==> config.mk <==
export PLATFORM = sky130hd
export DESIGN_NAME = clock_divider_multi_flat
export DESIGN_NICKNAME = d
export VERILOG_FILES = /design/src/rtl/clkdiv_pkg.sv /design/src/rtl/clock_divider_multi_if.sv /design/src/rtl/clkdiv_channel.sv /design/src/rtl/clock_divider_multi.sv /design/src/flat_wrapper.sv
export SDC_FILE = /design/constraint.sdc
export NUM_CORES = 1
export LEC_CHECK = 0
export ABC_AREA = 1
export BUFFER_PORTS_ARGS = -buffer_cell sky130_fd_sc_hd__buf_4
export CORE_MARGIN = 2
export CORE_UTILIZATION = 30
export CTS_CLUSTER_DIAMETER = 150
export CTS_CLUSTER_SIZE = 30
export DETAILED_ROUTE_END_ITERATION = 10
export PLACE_DENSITY_LB_ADDON = 0.08
export RECOVER_POWER = 100
export SKIP_CTS_REPAIR_TIMING = 1
export SLEW_MARGIN = 30
export SYNTH_ARGS = -nofsm -noshare
export SYNTH_HDL_FRONTEND = slang
export SYNTH_SLANG_ARGS = --single-unit
export TNS_END_PERCENT = 1
==> constraint.sdc <==
create_clock -name i_clk -period 3.89 [get_ports i_clk]
set_input_delay 0.9725 -clock i_clk [delete_from_list [all_inputs] [get_ports i_clk]]
set_output_delay 0.9725 -clock i_clk [all_outputs]
set_load 0.01 [all_outputs]
==> src/rtl/clkdiv_pkg.sv <==
`default_nettype none
// ============================================================================
//  clkdiv_pkg : shared divisor type, limits and clamp helper for the divider
//  Rev 1.0
// ============================================================================
package clkdiv_pkg;

  localparam int DIV_W       = 32;
  localparam int MIN_DIV     = 2;
  localparam int DEFAULT_DIV = 100;

  typedef logic [DIV_W-1:0] div_t;

  // 0 and 1 cannot form a high and a low phase, so they are raised to MIN_DIV
  function automatic div_t clamp_div(input div_t d);
    return (d < div_t'(MIN_DIV)) ? div_t'(MIN_DIV) : d;
  endfunction

endpackage
`default_nettype wire

==> src/rtl/clock_divider_multi_if.sv <==
`default_nettype none
// ============================================================================
//  clock_divider_multi_if : enable/divisor/load bus and divided outputs
//  Rev 1.0  (o_tick present only with CLKDIV_TICK_EN)
// ============================================================================
interface clock_divider_multi_if #(
  parameter int CH = 4,
  parameter int W  = 32
);
  logic [CH-1:0]   i_en;
  logic [CH*W-1:0] i_div;
  logic [CH-1:0]   i_load;
  logic [CH-1:0]   o_clk;
`ifdef CLKDIV_TICK_EN
  logic [CH-1:0]   o_tick;

  modport master (output i_en, i_div, i_load, input o_clk, o_tick);
  modport slave  (input i_en, i_div, i_load, output o_clk, o_tick);
`else
  modport master (output i_en, i_div, i_load, input o_clk);
  modport slave  (input i_en, i_div, i_load, output o_clk);
`endif
endinterface
`default_nettype wire

==> src/rtl/clkdiv_channel.sv <==
`default_nettype none
// ============================================================================
//  clkdiv_channel : one divider channel with active/pending divisor
//  Rev 1.0  (W must not exceed clkdiv_pkg::DIV_W)
// ============================================================================
module clkdiv_channel #(
  parameter int W           = 32,
  parameter int DEFAULT_DIV = 100
) (
  input  wire logic         i_clk,
  input  wire logic         i_rst,
  input  wire logic         i_en,
  input  wire logic [W-1:0] i_div,
  input  wire logic         i_load,
`ifdef CLKDIV_TICK_EN
  output logic              o_tick,
`endif
  output logic              o_clk
);
  import clkdiv_pkg::*;

  logic [W-1:0] r_cnt;
  logic [W-1:0] r_div;
  logic [W-1:0] r_pend;
  logic         r_pend_v;
  logic         r_clk;

  logic [W-1:0] w_load_div;
  logic [W:0]   w_hi;
  logic         w_wrap;
  logic         w_apply;
  logic [W-1:0] w_apply_div;

  assign w_load_div = W'(clamp_div(div_t'(i_div)));
  assign w_hi       = ({1'b0, r_div} + (W+1)'(1)) >> 1;
  assign w_wrap     = (r_cnt == r_div - W'(1));

  // A load arriving on the wrap edge bypasses the pending register
  assign w_apply     = (r_pend_v | i_load) & (~i_en | w_wrap);
  assign w_apply_div = i_load ? w_load_div : r_pend;

  always_ff @(posedge i_clk) begin
    if (i_rst) begin
      r_cnt    <= '0;
      r_div    <= W'(DEFAULT_DIV);
      r_pend   <= '0;
      r_pend_v <= 1'b0;
      r_clk    <= 1'b0;
    end else begin
      r_cnt <= (i_en && !w_wrap) ? r_cnt + W'(1) : '0;
      r_clk <= i_en & ({1'b0, r_cnt} < w_hi);
      if (w_apply) begin
        r_div    <= w_apply_div;
        r_pend_v <= 1'b0;
      end else if (i_load) begin
        r_pend   <= w_load_div;
        r_pend_v <= 1'b1;
      end
    end
  end

  assign o_clk = r_clk;

`ifdef CLKDIV_TICK_EN
  logic r_tick;

  always_ff @(posedge i_clk) begin
    if (i_rst) r_tick <= 1'b0;
    else       r_tick <= i_en & w_wrap;
  end

  assign o_tick = r_tick;
`endif

endmodule
`default_nettype wire

==> src/rtl/clock_divider_multi.sv <==
`default_nettype none
// ============================================================================
//  clock_divider_multi : CH independent programmable ~50% duty clock dividers
//  Rev 1.0  (define CLKDIV_TICK_EN for the per-period o_tick strobe)
// ============================================================================
module clock_divider_multi #(
  parameter int CH          = 4,
  parameter int W           = 32,
  parameter int DEFAULT_DIV = clkdiv_pkg::DEFAULT_DIV
) (
  input wire logic              i_clk,
  input wire logic              i_rst,
  clock_divider_multi_if.slave  bus
);
  import clkdiv_pkg::*;

  wire [CH-1:0] w_clk;
`ifdef CLKDIV_TICK_EN
  wire [CH-1:0] w_tick;
`endif

  for (genvar c = 0; c < CH; c++) begin : g_ch
    clkdiv_channel #(
      .W           (W),
      .DEFAULT_DIV (DEFAULT_DIV)
    ) u_chan (
      .i_clk  (i_clk),
      .i_rst  (i_rst),
      .i_en   (bus.i_en[c]),
      .i_div  (bus.i_div[c*W +: W]),
      .i_load (bus.i_load[c]),
`ifdef CLKDIV_TICK_EN
      .o_tick (w_tick[c]),
`endif
      .o_clk  (w_clk[c])
    );
  end

  assign bus.o_clk = w_clk;
`ifdef CLKDIV_TICK_EN
  assign bus.o_tick = w_tick;
`endif

endmodule
`default_nettype wire

==> src/flat_wrapper.sv <==
// flat-port wrapper written by rule: the top's interface ports become plain ports
module clock_divider_multi_flat import clkdiv_pkg::*;
#(
  parameter int CH          = 4,
  parameter int W           = 32,
  parameter int DEFAULT_DIV = clkdiv_pkg::DEFAULT_DIV
)
  (i_clk, i_rst, bus_i_en, bus_i_div, bus_i_load, bus_o_clk);
  clock_divider_multi_if #(.CH(CH), .W(W)) bus_i ();
  input wire logic i_clk;
  input wire logic i_rst;
  input wire logic [$bits(bus_i.i_en)-1:0] bus_i_en;
  input wire logic [$bits(bus_i.i_div)-1:0] bus_i_div;
  input wire logic [$bits(bus_i.i_load)-1:0] bus_i_load;
  output wire logic [$bits(bus_i.o_clk)-1:0] bus_o_clk;
  assign bus_i.i_en = bus_i_en;
  assign bus_i.i_div = bus_i_div;
  assign bus_i.i_load = bus_i_load;
  assign bus_o_clk = bus_i.o_clk;
  clock_divider_multi #(.CH(CH), .W(W), .DEFAULT_DIV(DEFAULT_DIV)) u_core (.i_clk(i_clk), .i_rst(i_rst), .bus(bus_i));
endmodule
==> metrics.txt <==
status=completed; Detail Placement HPWL=69.4 mm; VDD IR max=0.217 mV; WL met1=46.5 mm; Overflow after GRT=0; Setup TNS Final=0 ns; number of routed nets with antenna violations=0; number of buffers created by CTS=17; final setup fails=0; leakage power=0.0143 uW; Syn Nets=5,149; Die ar.=103,000 sq um; Cell Rows=116; number of global-route vias before repair=27,200; I/O pins=142; Crit Path Max Fanout=4; synth warn=0; Tmin final=3.51 ns; Filler cells=11,200; top routing layer used=met5; initial antenna violation count=5; Tcrit/Tclk final=90.3%; routed length on met3=2.65 mm; # port buffers=141; root buf cell=clkbuf_16; final WL=89.8 mm; clk sinks=392; R2R Setup Slk=0.38 ns; Mean Syn Cell Area=6.16 sq um; Worst R2R End=u_core.g_ch[0].u_chan.o_clk; synthesized instance count=4,875; via count=28,700; FMAX=285 MHz; Max Slew Vio Count=0; dpl cell area=32,000 sq um; worst-margin pin slew=0.947 ns; multi-input logic area=18,600 sq um; clk buf depth=3; CP Launch Type=flip-flop; worst hold stages=2; CP required=4.39 ns; first-pass GRT wire length=146 mm; power density over the cells=275 nW/um^2; routability congestion estimate=0.869; post-DR vias/cell=4.68; Hold Path Sink=u_core.g_ch[3].u_chan.r_pend_v; GR Util All Layers=17.2%; layout cells sized above 1=7.28%; CP Class=flip-flop to flip-flop; worst reg-to-reg path cell count=17; final hold slack=0.496 ns; Hold Path Class=flip-flop to flip-flop; CTS tree=done; clock-pin slew on the worst setup and hold paths=0.12 ns; commonest non-fill, non-tap cell in the layout=nand2_1; Final nets=5,108; final hold vios=0; DR WL/cell=14.6 um; post-route design area=32,400 sq um; # Max-Cap Violations=0; Yosys reg bits=392; Design Power=8910 uW; Pre-Repair DR Iteration Count=5; Crit path arrival time=4.01 ns; library cells used by synthesis=53; worst r2r src=u_core.g_ch[0].u_chan.r_div[0]; Clk Latency, worst-skew pair=0.59 ns; First DRT Iteration DRCs=1,725; Slew Limit Headroom=36.9%; H-tree levels=1; largest net degree at the start of global routing=127; RSZ-0062 raised after global routing=false; Syn-to-layout area delta=7.95%; hold_sp=u_core.g_ch[3].u_chan.r_pend_v; Setup crit end kind=flip-flop; Die X=320 um; CORE AREA=99,700 sq um; residual DRC count=0; commonest non-fill, non-tap cells in the layout=nand2_1 (1,119), nor2_1 (709), inv_1 (588); DIE HEIGHT=320 um; met2 WL=39.3 mm; Final Skew=0.0256 ns; Netlist Area Pre-Place=30,000 sq um; Initial Util=30.1%; Seq/Total Area, Yosys=26.1%; FF/Latch Area=7850 sq um
==> metrics by stage <==
stage	setup WS, ns	util, %	instances
2_1_floorplan	0.733	-	4875
3_3_place_gp	0.255	32.1	6113
5_1_grt	0.00334	32.5	6136
3_5_place_dp	0.268	32.1	6113
4_1_cts	0.245	32.6	6135
6_report	0.376	32.5	6136
==> sequential cells by signal, indices dropped and copies added, names as in the netlist <==
| signal | cells |
|---|---|
| u_core.g_ch.u_chan.r_cnt | 128 |
| u_core.g_ch.u_chan.r_div | 128 |
| u_core.g_ch.u_chan.r_pend | 128 |
| u_core.g_ch.u_chan.o_clk | 4 |
| u_core.g_ch.u_chan.r_pend_v | 4 |
==> power breakdown <==
group	total (uW)	switching [uW]	internal, uW
logic	2140	1360	775
registers	4480	250	4230
clock network	2290	1470	820
==> cell usage after synthesis (all sizes together) <==
| library cell | count | area (sq um) |
|---|---|---|
| xnor2 | 65 | 569 |
| o21ai | 177 | 886 |
| or2 | 13 | 81.3 |
| xor2 | 186 | 1630 |
| o31ai | 6 | 45.0 |
| nand4 | 90 | 576 |
| a211oi | 7 | 52.6 |
| o22ai | 8 | 50.1 |
| and3 | 1 | 6.26 |
| buf | 152 | 868 |
| inv | 612 | 2300 |
| o21a | 2 | 15.0 |
| o221ai | 1 | 8.76 |
| nor3 | 101 | 556 |
| dfxtp | 392 | 7850 |
| nand3b | 30 | 225 |
| o211ai | 12 | 90.1 |
| a21boi | 4 | 30.0 |
| nor2b | 1 | 6.26 |
| nor2 | 775 | 3170 |
| and2 | 1 | 6.26 |
| nor4 | 56 | 372 |
| nand2 | 1136 | 4320 |
| xnor3 | 3 | 67.6 |
| a31oi | 8 | 50.1 |
| ha | 136 | 1700 |
| or3 | 2 | 12.5 |
| o21bai | 4 | 30.0 |
| nand3 | 421 | 2140 |
| a21oi | 334 | 1670 |
| clkbuf | 103 | 387 |
| a21o | 2 | 15.0 |
| nor3b | 29 | 218 |
| clkinv | 3 | 11.3 |
| a2111oi | 2 | 17.5 |
==> critical path, cell delays in order, from the launching register on <==
cell and delay [ns]:
dfxtp_1 0.41, ha_1 0.20, nand3_1 0.13, nor3_2 0.20, nand4_2 0.19, nor4_4 0.26, nand3_1 0.19, nor2_2 0.17
nand3_1 0.13, nor2_1 0.20, nand2_1 0.09, xor2_1 0.15, ha_1 0.29, a21oi_1 0.15, nor2_1 0.05, a2111oi_0 0.31
o211ai_1 0.15, a31oi_1 0.16
==> layout make-up <==
type                    instances  area share (%)
multi-input cells            3613            57.4
inverters                     615            7.17
repair buffers                195            4.72
clock inverters                 5           0.120
well taps                    1298            5.01
clock buffers                  17            1.31
diodes                          1         0.00772
flip-flops and latches        392            24.2
==> logic make-up (layout without fill, tap and decap cells) <==
| logic type | count (synthesis) | in the layout | share of synthesized area [%] |
|---|---|---|---|
| xor+xnor | 254 | 254 | 7.55 |
| other cells | 0 | 1 | 0 |
| flops | 392 | 392 | 26.1 |
| fa+ha+maj | 136 | 136 | 5.67 |
| compound gates | 567 | 567 | 9.86 |
| buf+inv | 870 | 832 | 11.9 |
| simple gates | 2656 | 2656 | 38.9 |
==> worst max-delay path by stage <==
stage | startpoint | to | slack [ns] | cells past startpoint
final | u_core.g_ch[0].u_chan.r_div[0] | u_core.g_ch[0].u_chan.o_clk | 0.38 | 17
after global routing | u_core.g_ch[1].u_chan.r_div[0] | u_core.g_ch[1].u_chan.o_clk | 0.003 | 19
after CTS | u_core.g_ch[1].u_chan.r_div[0] | u_core.g_ch[1].u_chan.o_clk | 0.24 | 19
after detailed placement | u_core.g_ch[1].u_chan.r_div[0] | u_core.g_ch[1].u_chan.o_clk | 0.27 | 19
after global placement | u_core.g_ch[1].u_chan.r_div[0] | u_core.g_ch[1].u_chan.o_clk | 0.25 | 19
after floorplan | u_core.g_ch[0].u_chan.r_div[0] | u_core.g_ch[0].u_chan.o_clk | 0.73 | 17
==> layer usage <==
metal	GRT usage, %	vias up
li1	-	15400
met1	24.9	12900
met2	27.8	346
met3	1.69	58
met4	2.74	6
met5	0	-
No activity file was read; power rests on OpenSTA's default activity.
